### src/rtl/h_inf_fxp_pkg.sv
// Shared fixed-point definitions for the H-infinity datapath: default Q format,
// multiplier FSM encoding and Q-format helper constants.
package h_inf_fxp_pkg;

    localparam int WIDTH_DEF = 128;
    localparam int FRAC_DEF  = 70;

    typedef enum logic [2:0] {
        IDLE   = 3'd0,
        LOAD   = 3'd1,
        CAL    = 3'd2,
        RND    = 3'd3,
        RESULT = 3'd4
    } state_t;

    localparam logic [WIDTH_DEF-1:0] ONE     = {{(WIDTH_DEF-FRAC_DEF-1){1'b0}}, 1'b1, {FRAC_DEF{1'b0}}};
    localparam logic [WIDTH_DEF-1:0] MAX_POS = {1'b0, {(WIDTH_DEF-1){1'b1}}};
    localparam logic [WIDTH_DEF-1:0] MIN_NEG = {1'b1, {(WIDTH_DEF-1){1'b0}}};

endpackage

### src/rtl/fxp_round_sat.sv
// Round-half-even of a double-width magnitude back to the Q format, sign restore
// and range check. MUL128_SAT_EN selects saturation instead of wrap on overflow.
module fxp_round_sat
    import h_inf_fxp_pkg::*;
#(
    parameter int WIDTH = WIDTH_DEF,
    parameter int FRAC  = FRAC_DEF
) (
    input  logic [2*WIDTH-1:0] acc,
    input  logic               sign,
    output logic [WIDTH-1:0]   p,
    output logic               ovf
);

    localparam int MW = 2*WIDTH - FRAC;
    localparam logic [MW-1:0]    HALF_RANGE = {{(MW-WIDTH){1'b0}}, 1'b1, {(WIDTH-1){1'b0}}};
    localparam logic [WIDTH-1:0] SAT_POS    = {1'b0, {(WIDTH-1){1'b1}}};
    localparam logic [WIDTH-1:0] SAT_NEG    = {1'b1, {(WIDTH-1){1'b0}}};

    logic [MW-1:0]    trunc_s;
    logic [MW-1:0]    mag_s;
    logic             guard_s;
    logic             sticky_s;
    logic [WIDTH-1:0] wrap_s;

    // Round the magnitude, then restore the sign; negating zero yields zero.
    always_comb begin
        trunc_s  = acc[2*WIDTH-1:FRAC];
        guard_s  = acc[FRAC-1];
        sticky_s = |acc[FRAC-2:0];
        mag_s    = trunc_s + {{(MW-1){1'b0}}, guard_s & (sticky_s | trunc_s[0])};
        ovf      = (mag_s > HALF_RANGE) || ((mag_s == HALF_RANGE) && !sign);
        if (sign) begin
            wrap_s = ~mag_s[WIDTH-1:0] + {{(WIDTH-1){1'b0}}, 1'b1};
        end else begin
            wrap_s = mag_s[WIDTH-1:0];
        end
`ifdef MUL128_SAT_EN
        if (ovf) begin
            p = sign ? SAT_NEG : SAT_POS;
        end else begin
            p = wrap_s;
        end
`else
        p = wrap_s;
`endif
    end

endmodule

### src/rtl/multiply_128.sv
// Sequential signed Q-format multiplier: radix-2 shift-add on magnitudes, then
// round/sign/range via fxp_round_sat. Overflow policy follows MUL128_SAT_EN.
module multiply_128
    import h_inf_fxp_pkg::*;
#(
    parameter int WIDTH = WIDTH_DEF,
    parameter int FRAC  = FRAC_DEF
) (
    input  logic             clk,
    input  logic             rst,
    input  logic             Start,
    input  logic [WIDTH-1:0] X,
    input  logic [WIDTH-1:0] Y,
    output logic [WIDTH-1:0] P,
    output logic             Busy,
    output logic             Done,
    output logic             Ovf
);

    localparam int CW = $clog2(WIDTH);

    function automatic logic [WIDTH-1:0] magnitude(input logic [WIDTH-1:0] v);
        if (v[WIDTH-1]) begin
            magnitude = ~v + {{(WIDTH-1){1'b0}}, 1'b1};
        end else begin
            magnitude = v;
        end
    endfunction

    state_t             state_r;
    logic [CW-1:0]      cnt_r;
    logic               sign_r;
    logic [WIDTH-1:0]   mx_r;
    logic [WIDTH-1:0]   mult_r;
    logic [2*WIDTH-1:0] acc_r;
    logic [WIDTH-1:0]   rnd_p_r;
    logic               rnd_ovf_r;

    logic [WIDTH-1:0]   addend_s;
    logic [WIDTH:0]     sum_s;
    logic [WIDTH-1:0]   rs_p_s;
    logic               rs_ovf_s;

    // Conditional add of |X| into the upper accumulator half, keeping the carry.
    always_comb begin
        addend_s = {WIDTH{1'b0}};
        if (mult_r[0]) begin
            addend_s = mx_r;
        end else begin
            addend_s = {WIDTH{1'b0}};
        end
        sum_s = {1'b0, acc_r[2*WIDTH-1:WIDTH]} + {1'b0, addend_s};
    end

    fxp_round_sat #(
        .WIDTH (WIDTH),
        .FRAC  (FRAC)
    ) u_round_sat (
        .acc  (acc_r),
        .sign (sign_r),
        .p    (rs_p_s),
        .ovf  (rs_ovf_s)
    );

    // Control FSM, operand/accumulator datapath and registered outputs.
    always_ff @(posedge clk) begin
        if (rst) begin
            state_r   <= IDLE;
            cnt_r     <= {CW{1'b0}};
            sign_r    <= 1'b0;
            mx_r      <= {WIDTH{1'b0}};
            mult_r    <= {WIDTH{1'b0}};
            acc_r     <= {(2*WIDTH){1'b0}};
            rnd_p_r   <= {WIDTH{1'b0}};
            rnd_ovf_r <= 1'b0;
            P         <= {WIDTH{1'b0}};
            Busy      <= 1'b0;
            Done      <= 1'b0;
            Ovf       <= 1'b0;
        end else begin
            Done <= 1'b0;
            case (state_r)
                IDLE: begin
                    if (Start) begin
                        sign_r  <= X[WIDTH-1] ^ Y[WIDTH-1];
                        mx_r    <= magnitude(X);
                        mult_r  <= magnitude(Y);
                        Busy    <= 1'b1;
                        state_r <= LOAD;
                    end else begin
                        state_r <= IDLE;
                    end
                end
                LOAD: begin
                    acc_r   <= {(2*WIDTH){1'b0}};
                    cnt_r   <= {CW{1'b0}};
                    state_r <= CAL;
                end
                CAL: begin
                    // Product bits fall out of the upper half into the lower half.
                    acc_r  <= {sum_s, acc_r[WIDTH-1:1]};
                    mult_r <= {1'b0, mult_r[WIDTH-1:1]};
                    if (cnt_r == CW'(WIDTH-1)) begin
                        cnt_r   <= {CW{1'b0}};
                        state_r <= RND;
                    end else begin
                        cnt_r   <= cnt_r + {{(CW-1){1'b0}}, 1'b1};
                        state_r <= CAL;
                    end
                end
                RND: begin
                    rnd_p_r   <= rs_p_s;
                    rnd_ovf_r <= rs_ovf_s;
                    state_r   <= RESULT;
                end
                RESULT: begin
                    P       <= rnd_p_r;
                    Ovf     <= rnd_ovf_r;
                    Done    <= 1'b1;
                    Busy    <= 1'b0;
                    state_r <= IDLE;
                end
                default: begin
                    Busy    <= 1'b0;
                    state_r <= IDLE;
                end
            endcase
        end
    end

endmodule

### config.mk
export PLATFORM = sky130hd
export DESIGN_NAME = multiply_128
export DESIGN_NICKNAME = d
export VERILOG_FILES = /design/src/rtl/h_inf_fxp_pkg.sv /design/src/rtl/fxp_round_sat.sv /design/src/rtl/multiply_128.sv
export SDC_FILE = /design/constraint.sdc
export NUM_CORES = 2
export LEC_CHECK = 0
export CELL_PAD_IN_SITES_DETAIL_PLACEMENT = 1
export CELL_PAD_IN_SITES_GLOBAL_PLACEMENT = 1
export CORE_MARGIN = 1.5
export CORE_UTILIZATION = 30
export DETAILED_ROUTE_END_ITERATION = 7
export HOLD_SLACK_MARGIN = 0.06
export PLACE_DENSITY = 0.66
export SLEW_MARGIN = 10
export SYNTH_ARGS = -nofsm -noshare
export SYNTH_HDL_FRONTEND = slang
export SYNTH_SLANG_ARGS = --single-unit
export TNS_END_PERCENT = 20
### constraint.sdc
create_clock -name clk -period 9.5 [get_ports clk]
set_input_delay 1.9 -clock clk [delete_from_list [all_inputs] [get_ports clk]]
set_output_delay 1.9 -clock clk [all_outputs]
set_load 0.02 [all_outputs]
* After elaboration in Yosys (flattened, before gate mapping)
Index checks and enable logic that the tools add are counted.
** Word-level totals
- Output and inout port bits :: 131
- Word-level logic and storage cells :: 59
- Input bits :: 259
- Bits in registers :: 783
** Cells by class
- $lt $le $gt $ge :: 1
- $add $sub $neg :: 6
- Equal/unequal tests :: 7
- Bitwise gates (word level) :: 7
- Multiplexer cells :: 15
- Reduce and logical (&&, ||, !) cells :: 11
** Operator list (number)
- 128-bit two-way mux :: 5
- 256-bit one-hot mux with 2 select lines :: 1
- 128-bit by 1-bit adder with 128-bit output, second input constant :: 3
- 128-bit inverter :: 3
- 128-bit one-hot mux with 2 select lines :: 1
- 186-bit by 1-bit adder with 186-bit output :: 1
- 186-bit by 128-bit equality test with 1-bit output, second input constant :: 1
- 186-bit by 128-bit greater-than comparator with 1-bit output, second input constant :: 1
- 128-bit by 128-bit adder with 129-bit output :: 1
- 69-bit OR reduction :: 1
- 7-bit one-hot mux with 2 select lines :: 1
- 3-bit one-hot mux with 4 select lines :: 1
- 7-bit by 1-bit adder with 7-bit output, second input constant :: 1
- 7-bit equality test, second input constant :: 1
- 7-bit two-way mux :: 1
- 3-bit by 2-bit equality test with 1-bit output, second input constant :: 2
- 2-bit AND reduction :: 3
- 1-bit two-way mux :: 4
- 2-bit nonzero test :: 2
- 3-bit by 1-bit equality test with 1-bit output, second input constant :: 1
- 3-bit equality test, second input constant :: 1
- 3-bit zero test :: 1
- 3-bit OR reduction :: 1
- 2-bit != test, second input constant :: 1
- 8 further kinds :: 8

* Depth between registers and ports, before layout
- Word-level depth :: 7
- Gate-level depth with buffers :: 17
- Depth with buffers taken out :: 15

* Cells and area by module
From an unflattened synthesis, not the netlist that was laid out.
** Second synthesis, totals
- Cell total of the unflattened synthesis :: 7172
- Area, all modules :: 52651.7 um^2
** Modules (own cells, without submodules)
- multiply_128 :: seq. area each 15675.0 um^2, instances 1, area each 42181.7 um^2, cells an instance 5512
- fxp_round_sat :: seq. area each 0.0 um^2, instances 1, area each 10470.0 um^2, cells an instance 1660

* Worst setup path before layout
Ideal clock, no wire load.
- Path type :: input to register
- From :: input port X[36]
- To :: register mx_r[119]
- Data arrival time :: 5467 ps
- Required time :: 9414 ps
- Setup time :: 86 ps
- Setup slack :: 3947 ps
- Buffers on the path :: 1
- Stages :: 12
- Cell sequence :: or4_1 -> nor4_1 -> and4b_1 -> nand3_1 -> or3_1 -> clkbuf_1 -> or3_1 -> or4_1 -> nor2_1 -> a21boi_0 -> xnor2_1 -> a211oi_1
** Between the ends
- Word-level cells in the longest chain between the ends :: 3
** RTL lines
- start, declared :: line multiply_128.sv:12 : input logic [WIDTH-1:0] X,
- 128-bit inverter :: line multiply_128.sv:24 : magnitude = ~v + {{(WIDTH-1){1'b0}}, 1'b1};
- 128-bit by 1-bit adder with 128-bit output :: line multiply_128.sv:24
- 128-bit two-way mux :: line multiply_128.sv:23 : if (v[WIDTH-1]) begin
- end signal, assigned :: line multiply_128.sv:71 : mx_r <= {WIDTH{1'b0}};
- end signal, assigned :: line multiply_128.sv:86 : mx_r <= magnitude(X);
- end, declared :: line multiply_128.sv:33 : logic [WIDTH-1:0] mx_r;
Every way passes these cells.
A chain may end at the register's enable or synchronous reset.

* Worst setup path in the final report
- From :: input port X[24]
- To :: register mx_r[119]
The elaborated chain is that of the path after synthesis.

==> flow_summary_export.csv <==
group,metric,value,unit
outcome,outcome,"completed",
clock_network,path_clk_slew,0.06,ns
layout,multiInputGateArea,33600,µm²
route,vias_per_cell,5.70,
yosys,synth_common_cells,"841 x nand2_1, 783 x dfxtp_1, 721 x a21oi_1",
critical_path,crit_fanout,9,
global_route,antenna_found_initial,35,
yosys,synth_top_cell_by_area,"dfxtp_1",
clock_network,clock_path_buffers,3,
clock_network,tritoncts,"done",
critical_path,cp-end-kind,"flop",
clock_network,post_cts_resized,0,
route,wl_per_cell,23.1,µm
global_route,grt_max_degree,191,
yosys,syn_nets,7266,
floorplanning,boundaryPins,390,
clock_network,numCtsBuffers,96,
floorplanning,coreArea,170000,µm²
layout,nNetsFinal,7348,
yosys,ys_seq_elements,783,
floorplanning,die_h,417,µm
route,drt-initial-drc-count,3973,
layout,layout-drive-gt1-share,0.0455,
sta,drv_slew,0,
clock_network,holdBufCountCts,0,
yosys,synthFlopType,"dfxtp_1",
sta,tns,0,ns
sta,hold_viol,0,
placed_design,io_buffers,389,
yosys,synth_cell_types,96,
clock_network,cts.htree.levels,3,
yosys,ys_seq_area_frac,0.305,
placed_design,dp_hpwl,164000,µm
route,drc,0,
floorplanning,die_w,417,µm
sta,period_minus_slack,6.43,ns
critical_path,critPathRequiredTime,10.16,ns
pwr,powerDensity,141,nW/µm²
sta,final.period_utilization,0.677,
route,wirelength,214000,µm
min_path,min_path_type,"reg2reg",
pwr,leakagePower,0.0209,µW
critical_path,timing.critical_path.from,"X[24]",
route,dr.pass1.iters,5,
sta,rsz0062_at_grt,"no",
critical_path,cp.arrival,7.09,ns
yosys,yosysTopAreaCellShare,0.305,
sta,setup_ws,3.07,ns
floorplanning,start_util,0.303,
clock_network,clock-root-buffer,"clkbuf_16",
yosys,syn_inst,6873,
sta,worst_slew_pin_slew,1.07,ns
min_path,hold_depth,2,
yosys,synth-async-reset-ratio,0,
floorplanning,dieArea,174000,µm²
yosys,synth_area_per_cell,7.48,µm²
global_route,grt_remaining_overflow,0,
layout,fillers,20500,
layout,seqCellArea,15700,µm²
flow_run,maxCapViolCount,0,
clock_network,numClockSinks,783,
critical_path,reg2reg_from,"acc_r[69]",
sta,setup_viol,0,
sta,clock.fmax,0.155,GHz
route,vias,52700,
layout,areaGrowthSynthToFinish,17.2,%
route,drtAntennaViolNets,0,
global_route,grt_usage,0.237,
placed_design,pre_cts_ws,2.15,ns
sta,skew,0.0466,ns
global_route,grt_pass1_vias,51900,
yosys,synth_edf_count,0,
clock_network,cts_setup_buffers,0,
pwr,ir_drop,0.135,mV
global_route,grt_pass1_wl,325000,µm
yosys,yosysWarnings,0,
yosys,synth.most_common_cell,"nand2_1",
yosys,synthTopCellsByArea,"dfxtp_1 30%, a21oi_1 7.0%, xnor2_1 6.2%",
critical_path,start_kind,"primary input",
placed_design,gp_congestion,0.968,
min_path,hp-start,"rnd_p_r[99]",
layout,post-route-util,0.355,
clock_network,clk_latency,0.76,ns
critical_path,reg2reg_to,"rnd_p_r[118]",
yosys,syn-cell-area,51400,µm²
floorplanning,num_rows,151,
pwr,p_total,8520,µW
sta,slew_headroom,0.279,
critical_path,path_class,"in2reg",
critical_path,ff2ff_path_depth,13,
critical_path,reg2reg_slack,3.30,ns
min_path,min_to,"P[99]",
==> report_power, final <==
group / switching [µW] / internal [µW]
clock: 1620 / 2340
combinational: 689 / 368
sequential: 87.6 / 3420
total: 2390 / 6120
==> metrics by stage <==
| step | hold slack (ns) | std cells | instance area [µm²] |
|---|---|---|---|
| floorplan | 0.427 | 6873 | 51400 |
| global placement | 0.437 | 9075 | 56900 |
| detailed placement | 0.444 | 9075 | 56900 |
| CTS | 0.434 | 9249 | 60200 |
| global route | 0.444 | 9256 | 60300 |
| finish | 0.436 | 9257 | 60300 |
==> kinds of logic after synthesis <==
group,Yosys count,synth area share
mux,21,0.00414
simple gates,2820,0.274
fa+ha+maj,134,0.0328
flops,783,0.305
xor+xnor,617,0.105
buf+inv,557,0.0420
compound gates,1941,0.237
==> sequential cells by signal, indices dropped and copies added, names as in the netlist, 3 cells and up <==
name / flops
P: 128
acc_r: 256
cnt_r: 7
mult_r: 128
mx_r: 128
rnd_p_r: 128
state_r: 3
==> critical path, cell delays in order <==
cell and delay (ns):
clkdlybuf4s50_1 0.45, or3_1 0.44, or3_1 0.37, buf_4 0.19, nor4_2 0.81, nand3_1 0.52
or3_1 0.62, or3_1 0.51, or4_1 0.51, nor2_1 0.20, a21boi_0 0.15, xnor2_1 0.17
a211oi_1 0.23
==> routing by layer <==
layer	vias up	global-route usage	wire, µm
met2	1439	0.363	92200
li1	25300	-	-
met1	25700	0.342	104000
met5	-	0	342
met4	52	0.0577	4570
met3	277	0.0409	13200
==> layout by cell type (no fill, tap or decap), drive strengths merged, types with 167 or more instances in the layout <==
master | Yosys | final
nand4 | 224 | 224
xnor2 | 363 | 363
o21ai | 307 | 307
clkdlybuf4s50 | 0 | 386
nand3 | 201 | 201
xor2 | 254 | 254
nand2 | 841 | 841
a21oi | 721 | 721
dfxtp | 783 | 783
nor2 | 611 | 611
and2 | 186 | 186
nor3 | 167 | 167
a22oi | 300 | 300
==> cell type report <==
type                       instances  share of cell area
tap                             2218              0.0461
multi-input combinational       5533               0.558
clock buffer                     131              0.0442
antenna                            8            0.000332
clock inverter                    43              0.0116
timing repair buffer             456              0.0740
inverter                          85             0.00534
sequential                       783               0.260
==> how the worst max path moves through the flow <==
stage | endpoint
floorplan | mx_r[119]
global placement | mx_r[119]
detailed placement | mx_r[119]
CTS | mx_r[119]
global route | mx_r[119]
finish | mx_r[119]
(Power assumes the default switching activity.)
